==> src/rtl/c17_array_bist.sv <==
// NCH parallel c17 cores behind registered input/output stages, with an LFSR/MISR
// built-in self-test mode for stressing the array with pseudo-random patterns.
module c17_array_bist #(
  parameter int unsigned       NCH    = 2,
  parameter int unsigned       PIPE   = 1,
  parameter int unsigned       LFSR_W = 16,
  parameter int unsigned       MISR_W = 16,
  parameter int unsigned       NPAT   = 1024,
  parameter logic [LFSR_W-1:0] SEED   = LFSR_W'(16'hACE1)
) (
  input  logic                clk,
  input  logic                rst_n,
  input  logic                mode_bist,
  input  logic                start,
  input  logic                in_valid,
  input  logic [5*NCH-1:0]    in_vec,
  output logic                out_valid,
  output logic [2*NCH-1:0]    out_vec,
  output logic                busy,
  output logic                done,
  output logic [MISR_W-1:0]   signature
);

  localparam int unsigned LAT  = 2 + PIPE;
  localparam int unsigned CntW = $clog2(NPAT + 1);
  localparam int unsigned InW  = 5 * NCH;
  localparam int unsigned MidW = 3 * NCH;
  localparam int unsigned OutW = 2 * NCH;

  function automatic logic [63:0] tap_mask(input int unsigned w);
    case (w)
      8:       return 64'h0000_00B8;
      10:      return 64'h0000_0240;
      12:      return 64'h0000_0829;
      16:      return 64'h0000_B400;
      20:      return 64'h0009_0000;
      24:      return 64'h00E1_0000;
      32:      return 64'h8020_0003;
      // Any feedback including the top bit is invertible, so zero stays unreachable
      default: return (64'd1 << (w - 1)) | (64'd1 << (w - 2));
    endcase
  endfunction

  localparam logic [LFSR_W-1:0] LfsrTaps = LFSR_W'(tap_mask(LFSR_W));
  localparam logic [MISR_W-1:0] MisrTaps = MISR_W'(tap_mask(MISR_W));
  localparam logic [LFSR_W-1:0] SeedEff  = (SEED == '0) ? LFSR_W'(1) : SEED;

  // Level-2 nets {N19,N16,N10} from {N7,N6,N3,N2,N1}
  function automatic logic [2:0] lvl2(input logic [4:0] x);
    logic n11;
    n11 = ~(x[2] & x[3]);
    return {~(n11 & x[4]), ~(x[1] & n11), ~(x[0] & x[2])};
  endfunction

  // Outputs {N23,N22} from {N19,N16,N10}
  function automatic logic [1:0] lvl3(input logic [2:0] m);
    return {~(m[1] & m[2]), ~(m[0] & m[1])};
  endfunction

  typedef enum logic [1:0] {StIdle, StRun, StDrain, StDone} state_e;

  state_e            state_q;
  logic [LFSR_W-1:0] lfsr_q;
  logic [CntW-1:0]   cnt_q;
  logic [1:0]        dcnt_q;
  logic [InW-1:0]    in_q;
  logic              in_vld_q, in_tag_q, out_tag_q;
  logic [MidW-1:0]   mid_d, st2_vec;
  logic              st2_vld, st2_tag;
  logic [OutW-1:0]   out_d;
  logic              start_ok, feed_run, fn_acc;

  assign start_ok = mode_bist & start;
  assign feed_run = (state_q == StRun);
  assign fn_acc   = (state_q == StIdle) & ~mode_bist & in_valid;

  always_ff @(posedge clk) begin
    if (!rst_n) begin
      state_q <= StIdle;
      lfsr_q  <= SeedEff;
      cnt_q   <= '0;
      dcnt_q  <= '0;
      busy    <= 1'b0;
      done    <= 1'b0;
    end else begin
      busy <= (state_q == StRun) || (state_q == StDrain);
      done <= (state_q == StDone);
      case (state_q)
        StIdle: begin
          if (start_ok) begin
            state_q <= StRun;
            lfsr_q  <= SeedEff;
            cnt_q   <= '0;
          end
        end
        StRun: begin
          lfsr_q <= {lfsr_q[LFSR_W-2:0], ^(lfsr_q & LfsrTaps)};
          cnt_q  <= cnt_q + CntW'(1);
          if (cnt_q == CntW'(NPAT - 1)) begin
            state_q <= StDrain;
            dcnt_q  <= '0;
          end
        end
        StDrain: begin
          dcnt_q <= dcnt_q + 2'd1;
          if (dcnt_q == 2'(LAT - 1)) state_q <= StDone;
        end
        StDone: begin
          if (start_ok) begin
            state_q <= StRun;
            lfsr_q  <= SeedEff;
            cnt_q   <= '0;
          end else if (!mode_bist) begin
            state_q <= StIdle;
          end
        end
        default: state_q <= StIdle;
      endcase
    end
  end

  // The tag marks BIST patterns so late functional results never reach the MISR
  always_ff @(posedge clk) begin
    if (!rst_n) begin
      in_q     <= '0;
      in_vld_q <= 1'b0;
      in_tag_q <= 1'b0;
    end else begin
      in_vld_q <= feed_run | fn_acc;
      in_tag_q <= feed_run;
      if (feed_run)    in_q <= lfsr_q[InW-1:0];
      else if (fn_acc) in_q <= in_vec;
    end
  end

  always_comb begin
    mid_d = '0;
    for (int c = 0; c < NCH; c++) mid_d[3*c +: 3] = lvl2(in_q[5*c +: 5]);
  end

  if (PIPE != 0) begin : g_pipe
    logic [MidW-1:0] mid_q;
    logic            mid_vld_q, mid_tag_q;
    always_ff @(posedge clk) begin
      if (!rst_n) begin
        mid_q     <= '0;
        mid_vld_q <= 1'b0;
        mid_tag_q <= 1'b0;
      end else begin
        mid_vld_q <= in_vld_q;
        mid_tag_q <= in_tag_q;
        if (in_vld_q) mid_q <= mid_d;
      end
    end
    assign st2_vec = mid_q;
    assign st2_vld = mid_vld_q;
    assign st2_tag = mid_tag_q;
  end else begin : g_nopipe
    assign st2_vec = mid_d;
    assign st2_vld = in_vld_q;
    assign st2_tag = in_tag_q;
  end

  always_comb begin
    out_d = '0;
    for (int c = 0; c < NCH; c++) out_d[2*c +: 2] = lvl3(st2_vec[3*c +: 3]);
  end

  always_ff @(posedge clk) begin
    if (!rst_n) begin
      out_valid <= 1'b0;
      out_vec   <= '0;
      out_tag_q <= 1'b0;
      signature <= '0;
    end else begin
      out_valid <= st2_vld;
      out_tag_q <= st2_tag;
      if (st2_vld) out_vec <= out_d;
      if (((state_q == StIdle) || (state_q == StDone)) && start_ok) begin
        signature <= '0;
      end else if (out_valid && out_tag_q) begin
        signature <= {signature[MISR_W-2:0], ^(signature & MisrTaps)} ^ MISR_W'(out_vec);
      end
    end
  end

endmodule

==> config.mk <==
export PLATFORM = sky130hd
export DESIGN_NAME = c17_array_bist
export DESIGN_NICKNAME = d
export VERILOG_FILES = /design/src/rtl/c17_array_bist.sv
export SDC_FILE = /design/constraint.sdc
export NUM_CORES = 1
export LEC_CHECK = 0
export CORE_MARGIN = 2
export CORE_UTILIZATION = 53
export CTS_BUF_LIST = sky130_fd_sc_hd__clkbuf_16
export DETAILED_ROUTE_END_ITERATION = 8
export PLACE_DENSITY = 0.87
export SETUP_SLACK_MARGIN = 0.02
export SYNTH_ARGS = -nofsm -noshare
export SYNTH_HDL_FRONTEND = slang
export SYNTH_SLANG_ARGS = --single-unit
==> constraint.sdc <==
create_clock -name clk -period 2.61 [get_ports clk]
set_input_delay 0.522 -clock clk [delete_from_list [all_inputs] [get_ports clk]]
set_output_delay 0.522 -clock clk [all_outputs]
set_load 0.02 [all_outputs]
==> flow_summary_export.csv <==
group,metric,value,unit
run_status,status,"finished clean",
timing,tns,0,ns
yosys,ys_seq_area_frac,0.4955,
die,io_pins,38,
clocking,clk_path_buf_depth,2,
setup_path,reg2reg_depth,6,
timing,rsz0062_at_grt,"no",
setup_path,critPathLaunchType,"flop",
yosys,yosys_warnings,0,
global_routing,antenna_found_initial,0,
final_layout,n_fill_cell,424,
timing,worst_pin_slew,0.6225,ns
global_routing,grt_first_pass_wirelength,10.58,mm
pwr,ir_drop,666.9,µV
timing,whs,0.4304,ns
pwr,swShare,0.3049,
placed_design,port_buffers,37,
global_routing,grt_start_max_net_pins,35,
die,die-area,6339,µm²
route,drc_errors,0,
die,core,5507,µm²
pwr,p_leak,0.001406,µW
final_layout,utilization,0.6789,
placed_design,hpwl,4.302,mm
clocking,clkTransAtPathRegs,0.06,ns
yosys,syn_area_per_cell,9.019,µm²
yosys,synth_area,3030,µm²
yosys,ys_ff_latch,75,
yosys,synth_edf_count,0,
yosys,syn_nets,357,
clocking,root_buffer,"clkbuf_16",
setup_path,critical_path_buf_inv_count,1,
clocking,htreeDepth,3,
setup_path,cp.depth,6,
timing,max_freq,446.6,MHz
pwr,power_frac_clock,0.336,
die,die_y,79.62,µm
final_layout,finalNetCount,392,
clocking,postCtsSetupBuffers,0,
route,via_count,2470,
clocking,clock_sinks,75,
final_layout,drive_gt1_frac,0.06649,
min_path,holdPathStages,1,
yosys,yosysUniqueCellTypes,42,
yosys,ys_top_cells_by_count,"75 x dfxtp_1, 65 x nand2_1, 16 x a21oi_1, 15 x a22oi_1, 15 x clkbuf_1",
global_routing,grt_pass1_vias,2349,
setup_path,arrival,2.46,ns
pwr,power_frac_comb,0.226,
die,fp-row-count,27,
timing,skew,0.006602,ns
pwr,totalPowerFinal,3277,µW
timing,drv_slew,0,
setup_path,cp.required,2.83,ns
setup_path,cpLargestDelayFamily,"simple AND/OR/NAND/NOR gates",
final_layout,area_growth,23.37,%
clocking,insertion_delay,0.33,ns
clocking,numCtsBuffers,9,
setup_path,critPathMaxFanout,12,
global_routing,grt_usage,0.2161,
clocking,tritoncts,"yes",
yosys,yosys.area.top_type,"dfxtp_1",
placed_design,gp_congestion,0.8816,
route,drtIter0Drc,128,
die,die_w,79.62,µm
pwr,seq_power_share,0.438,
setup_path,crit_type,"reg2reg",
flow_run,maxCapViolCount,0,
clocking,ctsHoldBuffers,0,
route,ant_nets,0,
setup_path,cp_slowest_cell,"or4_1",
min_path,hold_class,"reg2reg",
final_layout,multi_input_comb_area,1420,µm²
pwr,internal_power,2278,µW
timing,finalSetupViolCount,0,
setup_path,cp_cell_sequence,"inv_1 -> ha_1 -> nand2_1 -> or4_1 -> and3_1 -> o21a_1",
yosys,synth_cells,336,
yosys,yosysMostFrequentCell,"dfxtp_1",
route,wl_per_cell,14.03,µm
final_layout,ff_latch_area,1501,µm²
yosys,synth_top_area_share,0.4955,
clocking,cts-resized-gates,0,
timing,min_period_over_period,0.8579,
global_routing,grt_overflow,0,
die,initial_core_util,0.5503,
route,wl,6.286,mm
yosys,synth_area_leaders,"dfxtp_1 50%, nand2_1 8.1%, a22oi_1 3.7%",
pwr,power_switching,999.0,µW
final_layout,diodes,0,
setup_path,crit_path_end_kind,"flop",
setup_path,slowest_delay,0.61,ns
yosys,async_flop_share,0,
timing,maxSlewHeadroom,0.5831,
timing,post-route-min-period,2.239,ns
route,via_per_inst,5.513,
timing,hold_viol,0,
route,drtPass1Iterations,4,
pwr,power.density,876.5,nW/µm²
yosys,synthFlopType,"dfxtp_1",
final timing paths:
| kind | start | slack (ns) | to |
|---|---|---|---|
| worst min-delay path | in_tag_q | 0.43 | g_pipe.mid_tag_q |
| worst max register to register | state_q[1] | 0.37 | cnt_q[9] |
| worst min register to register | in_tag_q | 0.43 | g_pipe.mid_tag_q |
| worst max-delay path | state_q[1] | 0.37 | cnt_q[9] |
layout make-up:
class	count	area share
flip-flops and latches	75	0.4016
multi-input cells	233	0.3799
repair buffers	45	0.1151
clock buffers	9	0.06024
well taps	72	0.02410
clock inverters	7	0.01205
inverters	7	0.007028
state kept, by name, summed over array words and instances, names as in the netlist, 2 cells and up:
name	flops
signature	16
state_q	2
g_pipe.mid_q	6
cnt_q	11
out_vec	4
dcnt_q	2
in_q	10
lfsr_q	16
cells in the final DEF (no fill, tap or decap), types with 3 or more instances in the layout:
cell and instances:
a211oi_1 4, a21boi_0 9, a21oi_1 16, a22oi_1 15
a31oi_1 11, and2_1 10, buf_4 8, clkbuf_16 9
clkdlybuf4s50_1 37, clkinvlp_4 3, dfxtp_1 75, ha_1 6
inv_1 8, mux2i_1 5, nand2_1 65, nand3_1 11
nand3b_1 3, nor2_1 14, nor2b_1 10, o211a_1 5
o21ai_0 12, or4_1 3, xnor2_1 9
per-layer routing:
| metal | track usage | up-vias | part of all wire |
|---|---|---|---|
| met4 | 0.06379 | 0 | 0.0072 |
| met2 | 0.3630 | 59 | 0.50 |
| li1 | - | 1250 | - |
| met3 | 0.07127 | 5 | 0.045 |
| met1 | 0.2629 | 1156 | 0.44 |
| met5 | 0 | - | 0 |
metrics by stage:
| stage | std cells | worst slack, ns | cell area [µm²] |
|---|---|---|---|
| floorplan | 336 | 0.6727 | 3030 |
| finish | 448 | 0.3709 | 3739 |
| detailed placement | 432 | 0.3197 | 3468 |
| global route | 448 | 0.2821 | 3739 |
| CTS | 448 | 0.3942 | 3739 |
| global placement | 432 | 0.3975 | 3468 |
power groups by stage:
stage               combinational (µW)  clock (µW)  sequential (µW)
finish                             740        1100             1440
global route                       821        1180             1460
CTS                                742        1120             1430
detailed placement                 734           0             1460
global placement                   708           0             1450
floorplan                          522           0             1430
kinds of logic (layout without fill, tap and decap cells):
kind of cell / count (synthesis) / count (layout) / share of synthesized area
simple gates: 123 / 123 / 0.1887
compound gates: 87 / 87 / 0.1994
flops: 75 / 75 / 0.4955
buf+inv: 28 / 68 / 0.03592
xor+xnor: 12 / 12 / 0.03923
fa+ha+maj: 6 / 6 / 0.02477
mux: 5 / 5 / 0.01652
Note: power is estimated with default switching activity, not from simulation.
